==> config.mk <==
export PLATFORM = sky130hd
export DESIGN_NAME = instr_fetch_unit
export DESIGN_NICKNAME = d
export VERILOG_FILES = /design/src/rtl/instr_fetch_unit.sv
export SDC_FILE = /design/constraint.sdc
export NUM_CORES = 1
export LEC_CHECK = 0
export ABC_AREA = 0
export BUFFER_PORTS_ARGS = -buffer_cell sky130_fd_sc_hd__buf_2
export CORE_ASPECT_RATIO = 0.7
export CORE_MARGIN = 2
export CORE_UTILIZATION = 35
export DETAILED_ROUTE_END_ITERATION = 12
export GPL_TIMING_DRIVEN = 0
export SLEW_MARGIN = 20
export SYNTH_ARGS = -nofsm -noshare
export SYNTH_HDL_FRONTEND = slang
export SYNTH_SLANG_ARGS = --single-unit
==> constraint.sdc <==
create_clock -name clk -period 2.3 [get_ports clk]
set_clock_uncertainty 0.1 [all_clocks]
set_input_delay 0.23 -clock clk [delete_from_list [all_inputs] [get_ports clk]]
set_output_delay 0.23 -clock clk [all_outputs]
set_load 0.05 [all_outputs]
==> src/rtl/instr_fetch_unit.sv <==
// Instruction fetch stage for the RV32I core.
// Owns the program counter, runs a req/ack handshake with instruction memory
// and hands a registered instruction word plus its PC to the decoder.
// A fetch that is already in flight when a redirect arrives is allowed to
// complete (KILL) so the memory never sees overlapping requests.
module instr_fetch_unit #(
   parameter logic [31:0] RESET_PC  = 32'h0000_0000,
   parameter logic [31:0] NOP_INSTR = 32'h0000_0013
) (
   input  logic        clk,
   input  logic        rst,
   output logic        imem_req,
   output logic [31:0] imem_addr,
   input  logic        imem_ack,
   input  logic [31:0] imem_rdata,
   input  logic        stall,
   input  logic        redirect_valid,
   input  logic [31:0] redirect_pc,
   output logic [31:0] instr_out,
   output logic [31:0] pc_out,
   output logic        instr_valid,
   output logic        misaligned_err
);

   typedef enum logic [2:0] {
      IDLE,
      REQ,
      HOLD,
      KILL,
      HALT
   } state_t;

   state_t      state;
   logic [31:0] pc;
   logic [31:0] pending_pc;
   logic        bad_redirect;

   // A redirect whose target is not word aligned halts the fetch unit.
   assign bad_redirect = redirect_valid && (redirect_pc[1:0] != 2'b00);

   // The fetch address is always the program counter register itself.
   assign imem_addr = pc;

   // Fetch state machine; all outputs are registered alongside the state.
   always_ff @(posedge clk) begin
      if (rst) begin
         state          <= IDLE;
         pc             <= RESET_PC;
         pending_pc     <= RESET_PC;
         imem_req       <= 1'b0;
         instr_out      <= NOP_INSTR;
         pc_out         <= RESET_PC;
         instr_valid    <= 1'b0;
         misaligned_err <= 1'b0;
      end else if (state != HALT && bad_redirect) begin
         state          <= HALT;
         misaligned_err <= 1'b1;
         instr_valid    <= 1'b0;
         imem_req       <= 1'b0;
      end else begin
         unique case (state)
            IDLE: begin
               state    <= REQ;
               imem_req <= 1'b1;
            end
            REQ: begin
               if (imem_ack) begin
                  if (redirect_valid) begin
                     pc       <= redirect_pc;
                     state    <= REQ;
                     imem_req <= 1'b1;
                  end else begin
                     instr_out   <= imem_rdata;
                     pc_out      <= pc;
                     instr_valid <= 1'b1;
                     imem_req    <= 1'b0;
                     state       <= HOLD;
                  end
               end else if (redirect_valid) begin
                  pending_pc <= redirect_pc;
                  state      <= KILL;
               end
            end
            KILL: begin
               if (redirect_valid) begin
                  pending_pc <= redirect_pc;
               end
               if (imem_ack) begin
                  pc       <= redirect_valid ? redirect_pc : pending_pc;
                  state    <= REQ;
                  imem_req <= 1'b1;
               end
            end
            HOLD: begin
               if (redirect_valid) begin
                  instr_valid <= 1'b0;
                  instr_out   <= NOP_INSTR;
                  pc          <= redirect_pc;
                  imem_req    <= 1'b1;
                  state       <= REQ;
               end else if (!stall) begin
                  instr_valid <= 1'b0;
                  pc          <= pc + 32'd4;
                  imem_req    <= 1'b1;
                  state       <= REQ;
               end
            end
            HALT: begin
               imem_req    <= 1'b0;
               instr_valid <= 1'b0;
            end
            default: begin
               state       <= HALT;
               imem_req    <= 1'b0;
               instr_valid <= 1'b0;
            end
         endcase
      end
   end

endmodule
==> out/qor_table.md <==
| Group | Quantity | This run |
|---|---|---|
| cts | Number of H-tree levels | 4 |
| synth | Most used standard cells in the synthesized netlist | nand2_1 (196), dfxtp_1 (134), a21oi_1 (127) |
| critical path | Crit-path leading delay family | compound AO/OA/AOI/OAI gates |
| route | Vias per cell | 5.42 |
| placed design | Buffers added on ports | 166 |
| synth | Post-synthesis instance area | 6400 um^2 |
| finish | Total of fill cells in the finished design | 1783 |
| min path | Hold wc startpoint | imem_rdata[4] |
| route | Final ANT Viol Nets | 0 |
| synth | Post-Syn Instances | 839 |
| sta | Worst slew margin | 47.7% |
| flow run | Max-cap viol count | 0 |
| synth | Top area cells in the synthesized netlist | dfxtp_1 (42%), nand2_1 (12%), a21oi_1 (9.9%) |
| route | Total DRC errors in the routed layout | 0 |
| route | First-pass iteration count of the detailed router | 4 |
| critical path | Worst path slowest cell | a2111oi_2 |
| synth | Number of synthesis warnings | 0 |
| critical path | Crit path arrival time | 2470 ps |
| floorplan | Horiz. Die Dim | 166 um |
| critical path | Launching instance or port of the critical path | state[1]$_SDFFE_PP0P_ |
| critical path | Critical path endpoint category | flop |
| synth | Number of different library cells in the post-synthesis netlist | 63 |
| finish | Final net count | 1161 |
| placed design | Routability cong. | 0.935 |
| route | Number of violations reported at the end of detailed-routing iteration 0 | 733 |
| sta | Setup violators final | 0 |
| synth | Most used standard cell by instance count after synthesis | nand2_1 |
| critical path | Largest stage delay on the critical path | 620 ps |
| finish | Ratio of cells with drive above 1 in the final layout | 24.9% |
| critical path | Cell-by-cell trace of the critical path | buf_2, or3b_1, buf_1, a2111oi_2, nor3_1 |
| critical path | Critical Setup Path Class | reg -> reg |
| synth | Average footprint of a synthesized cell | 7.63 um^2 |
| route | Detailed-route wire length per cell | 18.6 um |
| global routing | Overall Global Routing Usage | 25.4% |
| critical path | Worst endpoint required time | 2490 ps |
| floorplan | Overall die height | 117 um |
| sta | Final hold viol count | 0 |
| global routing | Via count of the first global-routing pass | 6383 |
| cts | Number of clock buffers inserted by TritonCTS | 17 |
| critical path | Bufs and invs on worst path | 2 |
| finish | Diodes inserted | 0 |
| route | Total detailed-routing wirelength | 24900 um |
| status | Status | complete, no violations |
| synth | Number of nets in the synthesized netlist | 909 |
| cts | Clock tree from TritonCTS | yes |
| sta | Transition time at the pin with the least slew margin | 784 ps |
| cts | Maximum clock path buffer count | 2 |
| finish | Area overhead of the layout relative to synthesis | 38.8% |
| global routing | Initial antenna violation count | 0 |
| synth | Top cell type by total area after synthesis | dfxtp_1 |
| sta | Max frequency | 0.439 GHz |
| sta | Final period utilization | 99.0% |
| power | Power density over the cells | 653 nW/um^2 |
| power | Cell leakage power | 3.65 nW |
| synth | Number of storage elements in the synthesis netlist | 134 |
| synth | Post-synthesis async set-or-reset flop share | 0% |
| floorplan | Number of cell rows | 41 |
| placed design | Detailed placer's ending HPWL | 17700 um |
| cts | Worst-Skew Late Latency | 420 ps |
| synth | Post-synth EDFFs | 0 |
| critical path | Top fanout value on the critical path | 10 |
| global routing | Largest net degree at the start of global routing | 17 |
| global routing | Wire length of the first global-routing pass | 37100 um |
| cts | Clk root buf | clkbuf_16 |
| synth | Most used DFF post-synth | dfxtp_1 |
| placed design | Minimum setup slack after placement | -310 ps |
| floorplan | Placeable core area | 18000 um^2 |
| global routing | Overall overflow remaining after global route | 0 |
| min path | Hold Path Class | in -> reg |
| floorplan | Effective utilization at floorplan | 35.6% |
| floorplan | Number of I/O pins | 168 |
| sta | Setup repair after global routing missed its margin | yes |
| critical path | Origin of the critical flop-to-flop path | state[1]$_SDFFE_PP0P_ |
| floorplan | Die area | 19400 um^2 |
| cts | Sink Count | 134 |
| cts | Clock slew at reported path FFs | 60 ps |
| sta | Final WS setup | 23.4 ps |
| synth | Fraction of post-synthesis cell area in the top cell type by area | 41.9% |
| finish | Post-Route Utilization | 49.4% |
| power | Max IR drop VDD | 499 uV |
| sta | Final slew viol count | 0 |
| route | Number of vias after detailed routing | 7256 |
| sta | Final period demand of the worst path | 2280 ps |
| critical path | Launching element type of the critical path | flop |
| synth | Sequential element share of the synthesized area | 41.9% |
==> worst min-delay path: cells and delay by family <==
family	cells	cell delay, ps
AND/OR/NAND/NOR	1	40
AO/OA/AOI/OAI	1	130
buffers and inverters	1	90
==> where the power goes <==
part           total [mW]  switching, mW  internal, mW  leakage, nW
logic               0.655          0.423         0.232         2.29
registers            2.40         0.0389          2.36         1.08
clock network        2.75           1.07          1.67        0.277
total                5.80           1.53          4.27         3.65
==> cells by family after synthesis <==
kind of cell	Yosys count	synth area share, %
AOI/OAI and AO/OA	238	22.4
xor gates and xnor gates	8	1.10
adders and majority gates	1	0.196
buffers and inverters	82	6.08
DFF	134	41.9
muxes	4	0.626
and+or+nand+nor	372	27.7
==> what timing repair did <==
| item | CTS | global route |
|---|---|---|
| pin swaps | 1 | 2 |
| buffers inserted | 1 | 5 |
| setup endpoints to repair | 55 | 91 |
| hold buffers | 61 | 0 |
| endpoints found under the hold margin | 62 | 0 |
| resized for setup | 21 | 33 |
==> path summary, 6_finish.rpt <==
check	endpoint	slack, ps	depth (start not counted)
worst max-delay path	imem_addr[1]$_SDFFE_PP0P_	20	5
worst max register to register	imem_addr[1]$_SDFFE_PP0P_	20	5
worst min-delay path	instr_out[4]$_SDFFE_PP1P_	10	3
worst min register to register	instr_out[12]$_SDFFE_PP0P_	350	2
==> cell usage in the layout, fill, tap and decap left out, drive strengths merged, types with 4 or more instances in the layout <==
cell type	n
a2111oi	4
a211oi	7
a21o	4
a21oi	127
a22o	7
a22oi	9
a31oi	8
and2	4
and3	16
buf	201
clkbuf	63
clkinvlp	5
dfxtp	134
dlygate4sd3	61
inv	10
mux2i	4
nand2	196
nand2b	4
nand3	62
nand4	10
nor2	33
nor2b	4
nor3	17
nor4	5
o211ai	8
o21ai	39
o2bb2ai	4
xor2	6
==> per-stage QoR <==
stage / setup TNS, ps / hold WS (ps) / instances / area [um^2] / total power, mW
floorplan: 0 / 266 / 839 / 6400 / 2.77
global placement: -4960 / 337 / 1241 / 7530 / 2.99
detailed placement: -5640 / 343 / 1241 / 7530 / 2.99
CTS: -8.77 / 1.70 / 1334 / 8810 / 5.81
global route: -190 / 35.8 / 1339 / 8880 / 5.98
finish: 0 / 9.85 / 1339 / 8880 / 5.80
==> registers in the layout, indices dropped and copies added, names as in the netlist <==
signal,flops
instr_valid,1
imem_req,1
instr_out,32
imem_addr,32
pc_out,32
state,3
misaligned_err,1
pending_pc,32
==> routing by layer <==
metal / GRT usage [%] / share of wire [%] / vias up
met3: 7.01 / 9.9 / 37
met4: 6.84 / 1.6 / 0
met2: 35.4 / 41 / 356
met5: 0 / 0 / -
li1: - / - / 3465
met1: 37.9 / 47 / 3398
==> final cells by class <==
| class | instances | area (um^2) | share of cell area (%) |
|---|---|---|---|
| buffer | 73 | 380 | 4.28 |
| tap | 236 | 295 | 3.33 |
| timing repair buffer | 233 | 1490 | 16.7 |
| clock buffer | 20 | 467 | 5.26 |
| inverter | 9 | 33.8 | 0.381 |
| sequential | 134 | 2690 | 30.3 |
| clock inverter | 11 | 125 | 1.41 |
| multi-input combinational | 623 | 3400 | 38.3 |
No activity file was read; power rests on OpenSTA's default activity.
